===== config.mk =====
export PLATFORM = sky130hd
export DESIGN_NAME = mux_n_buf
export DESIGN_NICKNAME = d
export VERILOG_FILES = /design/src/rtl/mux_n_buf.sv
export SDC_FILE = /design/constraint.sdc
export NUM_CORES = 1
export LEC_CHECK = 0
export ABC_AREA = 1
export CAP_MARGIN = 40
export CORE_AREA = 4 4 113 115
export CTS_CLUSTER_DIAMETER = 80
export DETAILED_ROUTE_END_ITERATION = 8
export DIE_AREA = 0 0 117 119
export HOLD_SLACK_MARGIN = 0.08
export PLACE_DENSITY_LB_ADDON = 0.05
export SLEW_MARGIN = 20
export SYNTH_ARGS = -nofsm -noshare
export SYNTH_HDL_FRONTEND = slang
export SYNTH_SLANG_ARGS = --single-unit

===== constraint.sdc =====
create_clock -name clk -period 2.8 [get_ports clk]
set_input_delay 0.28 -clock clk [delete_from_list [all_inputs] [get_ports clk]]
set_output_delay 0.28 -clock clk [all_outputs]
set_load 0.05 [all_outputs]

===== src/rtl/mux_n_buf.sv =====
// One-based N:1 word selector feeding a 2-entry output FIFO with ready/valid handshakes.
// Illegal selects are dropped, flagged with a one-cycle pulse and tallied in a saturating counter.
module mux_n_buf #(
    parameter int WIDTH  = 32,
    parameter int NUM_IN = 4,
    parameter int SEL_W  = 3
) (
    input  logic                    clk,
    input  logic                    rst,
    input  logic                    ena,
    input  logic [NUM_IN*WIDTH-1:0] in_bus,
    input  logic [SEL_W-1:0]        choice,
    input  logic                    in_valid,
    output logic                    in_ready,
    output logic [WIDTH-1:0]        out,
    output logic                    out_valid,
    input  logic                    out_ready,
    output logic                    bad_sel,
    output logic [7:0]              bad_cnt
);

    if (WIDTH < 1) begin : g_chk_width
        $error("mux_n_buf: WIDTH must be at least 1");
    end
    if (NUM_IN < 2 || NUM_IN > 255) begin : g_chk_num_in
        $error("mux_n_buf: NUM_IN must be in 2..255");
    end
    if ((2 ** SEL_W) <= NUM_IN) begin : g_chk_sel_w
        $error("mux_n_buf: 2**SEL_W must exceed NUM_IN");
    end

    logic [1:0]       count;
    logic [WIDTH-1:0] head;
    logic [WIDTH-1:0] tail;
    logic [WIDTH-1:0] sel_word;
    logic             legal;
    logic             accept;
    logic             push;
    logic             pop;

    // Choice c selects input c-1; any value without a match (0 or > NUM_IN) is illegal.
    always_comb begin
        sel_word = '0;
        legal    = 1'b0;
        for (int k = 0; k < NUM_IN; k++) begin
            if (choice == SEL_W'(k + 1)) begin
                sel_word = in_bus[k*WIDTH +: WIDTH];
                legal    = 1'b1;
            end
        end
    end

    assign in_ready  = (count != 2'd2) && ena && !rst;
    assign out_valid = (count != 2'd0);
    assign out       = head;

    assign accept = in_valid && in_ready;
    assign push   = accept && legal;
    assign pop    = out_valid && out_ready;

    // head is never cleared on pop, so it keeps the last word seen when the FIFO runs empty.
    always_ff @(posedge clk or posedge rst) begin
        if (rst) begin
            count   <= 2'd0;
            head    <= '0;
            tail    <= '0;
            bad_sel <= 1'b0;
            bad_cnt <= 8'd0;
        end else begin
            bad_sel <= accept && !legal;
            if (accept && !legal && bad_cnt != 8'hFF) begin
                bad_cnt <= bad_cnt + 8'd1;
            end
            case ({push, pop})
                2'b10: begin
                    if (count == 2'd0) begin
                        head <= sel_word;
                    end else begin
                        tail <= sel_word;
                    end
                    count <= count + 2'd1;
                end
                2'b01: begin
                    if (count == 2'd2) begin
                        head <= tail;
                    end
                    count <= count - 2'd1;
                end
                // Push needs count < 2 and pop needs count > 0, so this is only reachable at count 1.
                2'b11: begin
                    head <= sel_word;
                end
                default: begin
                end
            endcase
        end
    end

endmodule


==> results.toml <==
[layout]
fill_cells = 1113
nNetsFinal = 993
stdcell_count = 1003
diodes = 0
final_cell_mix = "nand2_1, clkdlybuf4s50_1, dfrtp_1"
syn_to_final_growth_pct = 47.58
layout-drive-gt1-share = 0.07593
final_common_cell = "nand2_1"

[place]
dp_hpwl_mm = 10.72
dp_cells = 989
place_congestion = 0.7738
io_buffers = 178

[synth]
synth_edf_count = 0
ys_ff_latch = 75
synth.distinct_cells = 29
syn_inst = 685
syn_nets = 825
seq_area_frac_synth = 0.4041
synth_area_per_cell_um2 = 6.780
ys_async_sr_fraction = 1.000
netlist_area_um2 = 4644
ys.flop_type = "dfrtp_1"
synth_warnings = 0

[clock_tree]
cts_setup_buffers = 0
path_clk_slew_ns = 0.06
cts_buffer_depth = 2
cts-buffers-inserted = 9
clock-root-buffer = "clkbuf_16"
cts_resized = 0
cts_tree = "built"
clkSinkCount = 75
ctsHoldBuffers = 0
clkLatencyLatePin_ns = 0.33
h-tree-depth = 3

[setup_path]
rrSetupSlack_ns = 0.60
setup.worst_path.end_class = "flop"
path_max_fanout = 20
cp-startpoint = "choice[2]"
worst-path-buf-inv = 5
critPathTopFamily = "buffers and inverters"
reg2reg_to = "out[0]$_DFFE_PP0P_"
worstPathCellList = "clkdlybuf4s50_1 > inv_2 > nand2_2 > nand3_2 > nand3_1 > ha_1 > inv_2 > buf_12 > buf_12 > nor2_1 > nor2_1 > nand2_1 > nand2_1"
slowest_stage = "clkdlybuf4s50_1"
rr_worst_depth = 13
startpoint_type = "primary input"
critPathArrivalTime_ns = 2.60
critPathRequiredTime_ns = 3.07
setup.worst_path.end = "out[0]$_DFFE_PP0P_"
worst-path-stages = 13
critical_path_class = "in2reg"
cpPeakStageDelay_ns = 0.46
r2r-start = "count[0]$_DFFE_PP0P_"

[timing]
setup_viol = 0
maxSlewHeadroom = 0.5856
final_max_slew_viol_count = 0
finClkSkew_ns = 0.003401
max_freq_mhz = 429.9
hold_ws_ns = 0.4256
tns_ns = 0
hold_violations = 0
tightest_slew_ns = 0.6207
fin_crit_sh = 0.8308
rsz0062_at_grt = "no"
fin_crit_ns = 2.326

[routing]
via_per_inst = 4.850
dr.pass1.iters = 4
drt_iter0_drc = 275
wirelength_mm = 14.49
avgRoutedWirePerCell_um = 14.45
drc = 0
ant_nets = 0
vias = 4865

[outcome]
status = "completed"

[grt]
gr-total-overflow = 0
antenna_found_initial = 0
grt_pass1_vias = 4866
grt_pass1_wl_mm = 23.40
grt.total_usage = 0.2112
grt_max_degree = 44

[power_and_ir_drop]
power_w = 0.006004
p_leak_nw = 3.349
power_density_nw_per_um2 = 876.0
ir_drop_mv = 0.6715

[floorplan]
die_x_um = 117
start_util = 0.3932
core_area_um2 = 11810
row_count = 40
die_area_um2 = 13920
io_pins = 179
fp.dieH_um = 119

[run]
maxCapViolations = 0

[hold_path]
hp-class = "in2async"
[report_power, final]
part | internal, W | switching, W | leakage [nW]
logic | 0.00113 | 0.00188 | 2.28
clock network | 0.000701 | 0.000425 | 0.141
registers | 0.00158 | 0.000292 | 0.931
[flip-flops by register name, indices dropped and copies added, names as in the netlist]
signal	count
tail	32
bad_cnt	8
count	2
out	32
bad_sel	1
[worst register-to-register path: cells and delay by family (launching register included)]
kind / cells / cell delay, ns
buf+inv: 4 / 0.70
simple gates: 8 / 0.78
fa+ha+maj: 1 / 0.26
flops: 1 / 0.37
[worst min-delay path by stage]
stage | from | endpoint | slack, ns | cells past startpoint
6_report | rst | bad_sel$_DFF_PP0_ | 0.43 | 3
5_1_grt | rst | bad_cnt[6]$_DFFE_PP0P_ | 0.47 | 3
4_1_cts | rst | bad_sel$_DFF_PP0_ | 0.43 | 3
3_5_place_dp | out[13]$_DFFE_PP0P_ | out[13]$_DFFE_PP0P_ | 0.47 | 2
3_3_place_gp | out[14]$_DFFE_PP0P_ | out[14]$_DFFE_PP0P_ | 0.46 | 2
2_1_floorplan | tail[31]$_DFFE_PP0P_ | tail[31]$_DFFE_PP0P_ | 0.45 | 2
[stage by stage]
step                      worst slack [ns]  utilization  area (um2)
after global placement              0.2074       0.5540        6544
after global routing                0.2369       0.5803        6854
after floorplan                    0.01566            -        4644
after CTS                           0.4900       0.5803        6854
after detailed placement            0.1481       0.5564        6571
final                               0.4737       0.5803        6854
[cell usage after synthesis, types with 3 or more instances]
cell type	number	area (um2)
a31oi_1	31	193.9
buf_1	5	18.77
buf_2	18	90.09
buf_4	5	37.54
buf_6	4	45.04
clkbuf_1	3	11.26
dfrtp_1	75	1877
ha_1	4	50.05
inv_1	58	217.7
inv_2	5	18.77
nand2_1	273	1025
nand2_2	12	75.07
nand3_1	47	235.2
nand4_1	18	112.6
nor2_1	72	270.3
nor2_4	3	33.78
o21ai_0	16	80.08
o21ai_1	6	30.03
or2_2	13	81.33
xor2_1	7	61.31
[layout make-up]
cell class	instances	area [um2]	area share
multi-input combinational	511	2322	0.3388
timing repair buffer	192	1944	0.2837
sequential	75	1877	0.2738
inverter	64	244.0	0.03560
clock buffer	11	242.7	0.03541
tap	147	183.9	0.02683
clock inverter	3	40.04	0.005842
[layer usage]
| metal | GRT usage | part of all wire | vias up |
|---|---|---|---|
| met5 | 0 | 0 | - |
| met4 | 0.05233 | 0.012 | 0 |
| met3 | 0.04929 | 0.055 | 12 |
| met2 | 0.3649 | 0.50 | 130 |
| met1 | 0.2633 | 0.43 | 2239 |
| li1 | - | - | 2484 |
[cell families (layout without fill, tap and decap cells)]
logic type / count (synthesis) / count (layout) / share of synthesized area
XOR/XNOR: 9 / 9 / 0.01697
AO/OA/AOI/OAI: 55 / 55 / 0.06816
flip-flops: 75 / 75 / 0.4041
buffers and inverters: 99 / 270 / 0.09591
adder cells (fa/ha/maj): 4 / 4 / 0.01078
AND/OR/NAND/NOR: 443 / 443 / 0.4041
No activity file was read; power rests on OpenSTA's default activity.
